<file path="src/rtl/console_wbuf.sv">
// console_wbuf: posted-write buffer in front of the console device.
//
// The bus side stores CHAR (0x04) and CTRL (0x08) writes into an in-order
// FIFO without waiting on console pacing. A drain engine replays the entries
// to the console no faster than one every DrainInterval cycles. A CTRL write
// with bit 0 set is the halt command. Once it is queued the block seals, and
// no later store can reach the console until reset.
//
// Ports
//   clk_i, rst_i        clock, synchronous active-high reset
//   req_i, we_i         bus request / write enable
//   addr_i, wdata_i     bus address (low byte decoded) / write data
//   gnt_o               request accepted this cycle (combinational)
//   dev_req_o/dev_we_o  one-cycle console write strobe (registered)
//   dev_addr_o          {24'b0, queued address byte}
//   dev_wdata_o         queued write data
//   level_o             FIFO occupancy, 0..Depth
//   sealed_o            halt command accepted; CHAR/CTRL writes refused
module console_wbuf #(
  parameter int Depth         = 8,
  parameter int DrainInterval = 1
) (
  input  logic                       clk_i,
  input  logic                       rst_i,
  input  logic                       req_i,
  input  logic                       we_i,
  input  logic [31:0]                addr_i,
  input  logic [31:0]                wdata_i,
  output logic                       gnt_o,
  output logic                       dev_req_o,
  output logic                       dev_we_o,
  output logic [31:0]                dev_addr_o,
  output logic [31:0]                dev_wdata_o,
  output logic [$clog2(Depth):0]     level_o,
  output logic                       sealed_o
);

  localparam int AW = $clog2(Depth);
  localparam int LW = AW + 1;
  // Interval counter only needs to hold DrainInterval-1.
  localparam int IW = (DrainInterval > 1) ? $clog2(DrainInterval) : 1;

  localparam logic [7:0]    ADDR_CHAR  = 8'h04;
  localparam logic [7:0]    ADDR_CTRL  = 8'h08;
  localparam logic [LW-1:0] FULL_LVL   = LW'(Depth);
  localparam logic [IW-1:0] IVL_RELOAD = IW'(DrainInterval - 1);

  typedef struct packed {
    logic [7:0]  addr;
    logic [31:0] data;
  } entry_t;

  typedef enum logic {
    ST_ACCEPT = 1'b0,
    ST_SEALED = 1'b1
  } seal_st_e;

  seal_st_e        state_q, state_d;
  entry_t          mem [Depth];
  entry_t          head;
  logic [AW-1:0]   wr_ptr_q, rd_ptr_q;
  logic [LW-1:0]   count_q;
  logic [IW-1:0]   ivl_q;

  logic            is_char, is_ctrl, is_dec;
  logic            room_ok, push, pop, halt_push;

  // Only the low address byte is decoded.
  logic            unused_addr_hi;
  assign unused_addr_hi = ^addr_i[31:8];

  assign is_char = (addr_i[7:0] == ADDR_CHAR);
  assign is_ctrl = (addr_i[7:0] == ADDR_CTRL);
  assign is_dec  = is_char | is_ctrl;

  // Acceptance uses the pre-edge count. A full FIFO refuses even when a pop
  // lands on the same edge.
  assign room_ok = (state_q == ST_ACCEPT) & (count_q != FULL_LVL) & !rst_i;

  // Reads and undecoded writes are acknowledged and dropped.
  assign gnt_o     = req_i & (!(we_i & is_dec) | room_ok);
  assign push      = req_i & we_i & is_dec & room_ok;
  assign halt_push = push & is_ctrl & wdata_i[0];
  assign pop       = (ivl_q == '0) & (count_q != '0);

  assign head      = mem[rd_ptr_q];

  // Seal FSM: the halt entry itself is still queued and drained.
  always_comb begin
    state_d = state_q;
    case (state_q)
      ST_ACCEPT: if (halt_push) state_d = ST_SEALED;
      ST_SEALED: state_d = ST_SEALED;
      default:   state_d = ST_ACCEPT;
    endcase
  end

  always_ff @(posedge clk_i) begin
    if (rst_i) state_q <= ST_ACCEPT;
    else       state_q <= state_d;
  end

  assign sealed_o = (state_q == ST_SEALED);

  // FIFO storage carries no reset. Stale data is never popped because the
  // pointers and the count are reset.
  always_ff @(posedge clk_i) begin
    if (push) mem[wr_ptr_q] <= {addr_i[7:0], wdata_i};
  end

  always_ff @(posedge clk_i) begin
    if (rst_i) begin
      wr_ptr_q <= '0;
      rd_ptr_q <= '0;
      count_q  <= '0;
    end else begin
      if (push) wr_ptr_q <= wr_ptr_q + AW'(1);
      if (pop)  rd_ptr_q <= rd_ptr_q + AW'(1);
      case ({push, pop})
        2'b10:   count_q <= count_q + LW'(1);
        2'b01:   count_q <= count_q - LW'(1);
        default: count_q <= count_q;
      endcase
    end
  end

  assign level_o = count_q;

  // Drain pacing. A pop reloads the gap counter, so consecutive issues are
  // DrainInterval cycles apart.
  always_ff @(posedge clk_i) begin
    if (rst_i)              ivl_q <= '0;
    else if (ivl_q != '0)   ivl_q <= ivl_q - IW'(1);
    else if (count_q != '0) ivl_q <= IVL_RELOAD;
  end

  // Console side. Address and data hold their last value between strobes.
  always_ff @(posedge clk_i) begin
    if (rst_i) begin
      dev_req_o   <= 1'b0;
      dev_addr_o  <= '0;
      dev_wdata_o <= '0;
    end else if (pop) begin
      dev_req_o   <= 1'b1;
      dev_addr_o  <= {24'h0, head.addr};
      dev_wdata_o <= head.data;
    end else begin
      dev_req_o   <= 1'b0;
    end
  end

  assign dev_we_o = dev_req_o;

endmodule
</file>
<file path="config.mk">
export PLATFORM = sky130hd
export DESIGN_NAME = console_wbuf
export DESIGN_NICKNAME = d
export VERILOG_FILES = /design/src/rtl/console_wbuf.sv
export SDC_FILE = /design/constraint.sdc
export NUM_CORES = 1
export LEC_CHECK = 0
export BUFFER_PORTS_ARGS = -buffer_cell sky130_fd_sc_hd__buf_4
export CORE_UTILIZATION = 53
export CTS_CLUSTER_SIZE = 20
export DETAILED_ROUTE_END_ITERATION = 7
export HOLD_SLACK_MARGIN = 0.15
export PLACE_DENSITY = 0.72
export SKIP_CTS_REPAIR_TIMING = 1
export SYNTH_ARGS = -nofsm -noshare
export SYNTH_HDL_FRONTEND = slang
export SYNTH_SLANG_ARGS = --single-unit
export TNS_END_PERCENT = 30
</file>
<file path="constraint.sdc">
create_clock -name clk_i -period 6.7 [get_ports clk_i]
set_input_delay 1.005 -clock clk_i [delete_from_list [all_inputs] [get_ports clk_i]]
set_output_delay 1.005 -clock clk_i [all_outputs]
set_load 0.005 [all_outputs]
</file>
Yosys cells after proc, flatten, opt, wreduce, memory -nomap -nowiden
Memory sizes are Yosys's and may differ from the RTL's. A register that Yosys moved wholly into a read port is not among the register bits.
Cells that the tools add are included.
W data, S select, Z words.

storage, ports and cells
  register bits after elaboration = 13
  memory bits (writable) = 320
  input bits = 68
  output and inout port bits = 72
  word-level logic and storage cells = 42
  memories kept = 1

memories
  memory  depth  width  rd ports  clocked after memory_dff  wr ports  RTL line  text
  mem     8      40     1         1                         1         59        entry_t mem [Depth];

cells by class
  add/sub/neg operators = 5
  equal/unequal tests = 5
  multiplexer cells = 6
  bitwise logic cells = 14
  reductions and logical operators = 5

operator list
  kind                   number
  $and A1 B1 Y1          10
  $eq A8 B3 Y1 const B   1
  $eq A8 B4 Y1 const B   1
  $pmux W4 S2            1
  $add A3 B1 Y3 const B  2
  $add A4 B1 Y4 const B  1
  $mux W1                4
  $ne A4 B4 Y1 const B   1
  $reduce_bool A4 Y1     1
  $sub A4 B1 Y4 const B  1
  $eq A2 B1 Y1 const B   1
  $eq A2 B2 Y1 const B   1
  $logic_not A1 Y1       2
  $not A1 Y1             2
  $or A1 B1 Y1           2
  $pmux W1 S2            1
  $reduce_bool A2 Y1     1
  $reduce_or A2 Y1       1
  $sub A1 B1 Y1 const B  1

Depth between registers and ports, before layout
  depth after elaboration = 8
  depth in mapped cells = 12
  gate-level depth less buffers = 10

Worst setup path after synthesis
OpenSTA, ideal clock, no wires.

  kind = input -> register
  start = in addr_i[1]
  end = mem mem[0][0] (netlist name), enable pin
  setup time = 0.537 ns
  arrival = 5.792 ns
  required time = 6.163 ns
  path slack = 0.371 ns
  stages = 4
  buffers on the path = 0
  path through = or4b_4 > nor3_4 > nand3_4 > nor4_1

between the ends
  word-level cells in the longest chain between the ends = 6
  elaborated cells on any way between the ends = 7
  classes of those cells = eq/ne: 2; mux: 2; bitwise: 3

ends and longest elaborated chain
  what                                          RTL line  text
  start, declared                               27        input logic [31:0] addr_i,
  $eq A8 B3 Y1 or $eq A8 B4 Y1 (tied branches)  72, 73
  $or A1 B1 Y1 (*)                              74        assign is_dec = is_char | is_ctrl;
  $and A1 B1 Y1 (*) (2 in series)               82        assign push = req_i & we_i & is_dec & room_ok;
  $mux W1 (*)                                   108       if (push) mem[wr_ptr_q] <= {addr_i[7:0], wdata_i};
  $mux W1 (not written as such) (*)             108
  end, declared                                 59

Mark *: on every way between the ends. The rest lies on a longest branch, timed or not.

Worst setup path in the final report
  start = in rst_i
  end = mem mem[2][31] (netlist name), enable pin

between the ends
  word-level cells in the longest chain between the ends = 5

ends and longest elaborated chain
  what                           RTL line  text
  start, declared                24        input logic rst_i,
  $logic_not A1 Y1               78        assign room_ok = (state_q == ST_ACCEPT) & (count_q != FULL_LVL) & !rst_i;
  $and A1 B1 Y1                  78
  $and A1 B1 Y1                  82
  $mux W1                        108
  $mux W1 (not written as such)  108

No other way between the ends.

==> impl_table.tex <==
\begin{tabular}{lr}
\hline
Metric & Value \\
\hline
\multicolumn{2}{l}{\textbf{Timing}} \\
Actual transition at the worst max-transition pin & 1.213 ns \\
Period Utilization, post-route & 0.5719 \\
Pins Over Slew Limit & 0 \\
Setup violation total in the final timing report & 0 \\
Final hold violations & 0 \\
Relative slew slack & 0.1879 \\
Fmax achieved & 261.0 MHz \\
Final worst hold slack & 0.4890 ns \\
Tmin final & 3.832 ns \\
RSZ-0062 raised after global routing & no \\
Setup TNS & 0 ns \\
Worst-case clock skew & 0.01513 ns \\
\multicolumn{2}{l}{\textbf{Placed design}} \\
Detailed placement HPWL & 14810 um \\
Post-place instance area & 15060 um2 \\
Gp weighted congestion & 0.8155 \\
Count of buffers inserted at the top-level ports & 91 \\
\multicolumn{2}{l}{\textbf{Route}} \\
Post-detailed-route wirelength per cell & 23.40 um \\
Total wire length after detailed routing & 27830 um \\
First-pass detailed-route iteration total & 5 \\
Drt initial violations & 595 \\
Topmost layer with routed signal wires & met4 \\
Met1 Wirelength & 11180 um \\
Detailed route wirelength on metal2 & 14150 um \\
Remaining design rule violation count & 0 \\
Routed vias & 7044 \\
Number of vias per cell & 5.924 \\
Detailed-routed wire length on met3 & 1755 um \\
Remaining antenna violation count after routing & 0 \\
\multicolumn{2}{l}{\textbf{Cells and area}} \\
Share of post-route cells with drive strength above 1 & 0.3036 \\
Final non-filler cell area & 16250 um2 \\
Fill count & 1796 \\
Area of the multi-input gates & 3118 um2 \\
Most frequent standard cell in the layout excluding fill and tap cells & sky130\_fd\_sc\_hd\_\_edfxtp\_1 \\
Post-synthesis to final-layout area growth & 15.45\% \\
Highest-count cells in the layout ignoring fill and taps & sky130\_fd\_sc\_hd\_\_edfxtp\_1, sky130\_fd\_sc\_hd\_\_buf\_4, sky130\_fd\_sc\_hd\_\_mux4\_2, sky130\_fd\_sc\_hd\_\_dfxtp\_1, sky130\_fd\_sc\_hd\_\_nor2\_1 \\
Net total in the final layout & 896 \\
Footprint of the flip-flops and latches & 10680 um2 \\
\multicolumn{2}{l}{\textbf{Clock network}} \\
Clk pin slew, worst setup/hold paths & 0.05 ns \\
CTS tree & yes \\
Longest Clk Path Bufs & 3 \\
H-tree levels & 2 \\
Root buffer cell & sky130\_fd\_sc\_hd\_\_clkbuf\_16 \\
Number of buffers created by CTS & 38 \\
Insertion delay to the later sink of the worst-skew pair & 0.52 ns \\
Number of sinks on the clock net & 373 \\
\multicolumn{2}{l}{\textbf{Synth}} \\
Synth Area per Inst & 19.72 um2 \\
Commonest register cell after synthesis & sky130\_fd\_sc\_hd\_\_edfxtp\_1 \\
Count of unique library cells instantiated by Yosys & 43 \\
Count of flip-flops with a built-in enable after synthesis & 320 \\
Synth area leaders & sky130\_fd\_sc\_hd\_\_edfxtp\_1, sky130\_fd\_sc\_hd\_\_mux4\_2, sky130\_fd\_sc\_hd\_\_dfxtp\_1 \\
Post-synthesis instance area & 14080 um2 \\
Number of instances in the synthesized netlist & 714 \\
Sequential cell area fraction in the yosys report & 0.7579 \\
Yosys Warn Count & 0 \\
Cell type with the highest aggregate area in the netlist & sky130\_fd\_sc\_hd\_\_edfxtp\_1 \\
Post-synth top area share & 0.6825 \\
Post-synthesis register bit count & 373 \\
Ys async rst share & 0 \\
\multicolumn{2}{l}{\textbf{Die}} \\
Die outline width & 165.0 um \\
Die Y-Extent & 165.0 um \\
Starting density of the core & 0.5403 \\
Top-level I/O count & 140 \\
Placement Rows & 59 \\
Core Footprint & 26060 um2 \\
Die Area & 27220 um2 \\
\multicolumn{2}{l}{\textbf{Setup path}} \\
Worst Setup End Kind & flop \\
CP max FO & 55 \\
Req. time, crit path & 6.84 ns \\
Cell with the largest stage delay on the worst path & sky130\_fd\_sc\_hd\_\_nor4b\_4 \\
Most frequent CP cell & sky130\_fd\_sc\_hd\_\_buf\_4 \\
CP Launch Type & primary input \\
Startpoint-to-endpoint class of the critical path & in2reg \\
Highest cell delay on the worst timing path & 1.09 ns \\
Crit path cell chain & buf\_4, a211oi\_2, nand3\_4, nor4b\_4, buf\_4 \\
Arrival time reported for the critical path endpoint & 3.98 ns \\
\multicolumn{2}{l}{\textbf{Flow run}} \\
Number of max-capacitance violations reported & 0 \\
\multicolumn{2}{l}{\textbf{Power}} \\
Static leakage & 0.005263 uW \\
Power per Cell Area & 281.8 nW/um2 \\
Highest ir drop seen on vdd & 0.1990 mV \\
\multicolumn{2}{l}{\textbf{Global route}} \\
Antenna violations before repair & 1 \\
Grt total ovfl & 0 \\
Global-route wire length before repair & 41510 um \\
Maximum number of pins on one net before global-route repair & 83 \\
Number of global-route vias before repair & 7198 \\
Total GRT Usage & 0.2120 \\
\multicolumn{2}{l}{\textbf{Status}} \\
Run status & finished clean \\
\multicolumn{2}{l}{\textbf{Worst hold path}} \\
Class of the tightest hold or removal check & reg2reg \\
\hline
\end{tabular}
-- power by group --
group | switching [uW] | internal (uW)
clock | 812 | 1190
sequential | 0.806 | 2520
combinational | 41.2 | 21.3
-- flip-flops by register name, summed over array words and instances (netlist names) --
signal	flops
dev_addr_o	8
dev_req_o	1
dev_wdata_o	32
ivl_q	1
level_o	4
mem	320
rd_ptr_q	3
sealed_o	1
wr_ptr_q	3
-- area by class of cell --
| cell class | instances | area share |
|---|---|---|
| multi-input combinational | 296 | 0.1918 |
| timing repair buffer | 110 | 0.05080 |
| tap | 335 | 0.02579 |
| antenna | 1 | 0.0001540 |
| inverter | 4 | 0.0009237 |
| sequential | 373 | 0.6569 |
| clock inverter | 13 | 0.004926 |
| clock buffer | 57 | 0.06866 |
-- cell families after synthesis --
logic type,count (synthesis),share of synthesized area
flip-flops,373,0.7579
multiplexers,82,0.1294
other,1,0.0002664
adder cells (fa/ha/maj),5,0.004444
AND/OR/NAND/NOR,123,0.04817
XOR/XNOR,6,0.003733
buffers and inverters,69,0.03119
AO/OA/AOI/OAI,55,0.02488
-- Yosys cell counts, types with 2 or more instances --
| master | count |
|---|---|
| sky130_fd_sc_hd__nor2_1 | 50 |
| sky130_fd_sc_hd__mux2i_1 | 2 |
| sky130_fd_sc_hd__buf_6 | 9 |
| sky130_fd_sc_hd__nor4b_2 | 4 |
| sky130_fd_sc_hd__nor4_1 | 2 |
| sky130_fd_sc_hd__buf_4 | 25 |
| sky130_fd_sc_hd__or3_1 | 3 |
| sky130_fd_sc_hd__dfxtp_1 | 53 |
| sky130_fd_sc_hd__nand3_1 | 3 |
| sky130_fd_sc_hd__edfxtp_1 | 320 |
| sky130_fd_sc_hd__buf_2 | 15 |
| sky130_fd_sc_hd__xor2_1 | 3 |
| sky130_fd_sc_hd__ha_1 | 5 |
| sky130_fd_sc_hd__a21oi_1 | 5 |
| sky130_fd_sc_hd__nand2_1 | 2 |
| sky130_fd_sc_hd__inv_1 | 4 |
| sky130_fd_sc_hd__nor2b_1 | 2 |
| sky130_fd_sc_hd__xnor2_1 | 3 |
| sky130_fd_sc_hd__o21ai_0 | 5 |
| sky130_fd_sc_hd__clkbuf_1 | 14 |
| sky130_fd_sc_hd__mux4_2 | 80 |
| sky130_fd_sc_hd__o22ai_1 | 40 |
| sky130_fd_sc_hd__nor3_1 | 43 |
| sky130_fd_sc_hd__nand3_2 | 2 |
| sky130_fd_sc_hd__buf_1 | 2 |
-- worst max-delay path, delay by kind of cell --
family          cells  cell delay, ns
buf+inv             2            0.92
simple gates        2            1.38
compound gates      1            0.62
-- through the flow --
step           utilization  power [uW]  setup slack, ns  instances
5_1_grt             0.6237        4717            2.734       1188
3_3_place_gp        0.5778        2623            2.452       1118
6_report            0.6238        4580            2.868       1189
3_5_place_dp        0.5778        2628            2.336       1118
4_1_cts             0.6237        4614            2.873       1188
2_1_floorplan            -        2594           0.3707        738
-- worst paths after layout --
path	cells past startpoint	slack [ns]	endpoint	start
max reg2reg	5	3.11	mem[2][31]$_DFFE_PP_	level_o[1]$_SDFFE_PP0P_
min	2	0.49	dev_wdata_o[14]$_SDFFE_PP0P_	dev_wdata_o[14]$_SDFFE_PP0P_
max	5	2.87	mem[2][31]$_DFFE_PP_	rst_i
min reg2reg	2	0.49	dev_wdata_o[14]$_SDFFE_PP0P_	dev_wdata_o[14]$_SDFFE_PP0P_
-- layer usage --
metal / vias up / global-route usage
li1: 3067 / -
met5: - / 0
met4: 0 / 0.07506
met3: 62 / 0.04370
met1: 3645 / 0.2752
met2: 270 / 0.3560
(Power assumes the default switching activity.)
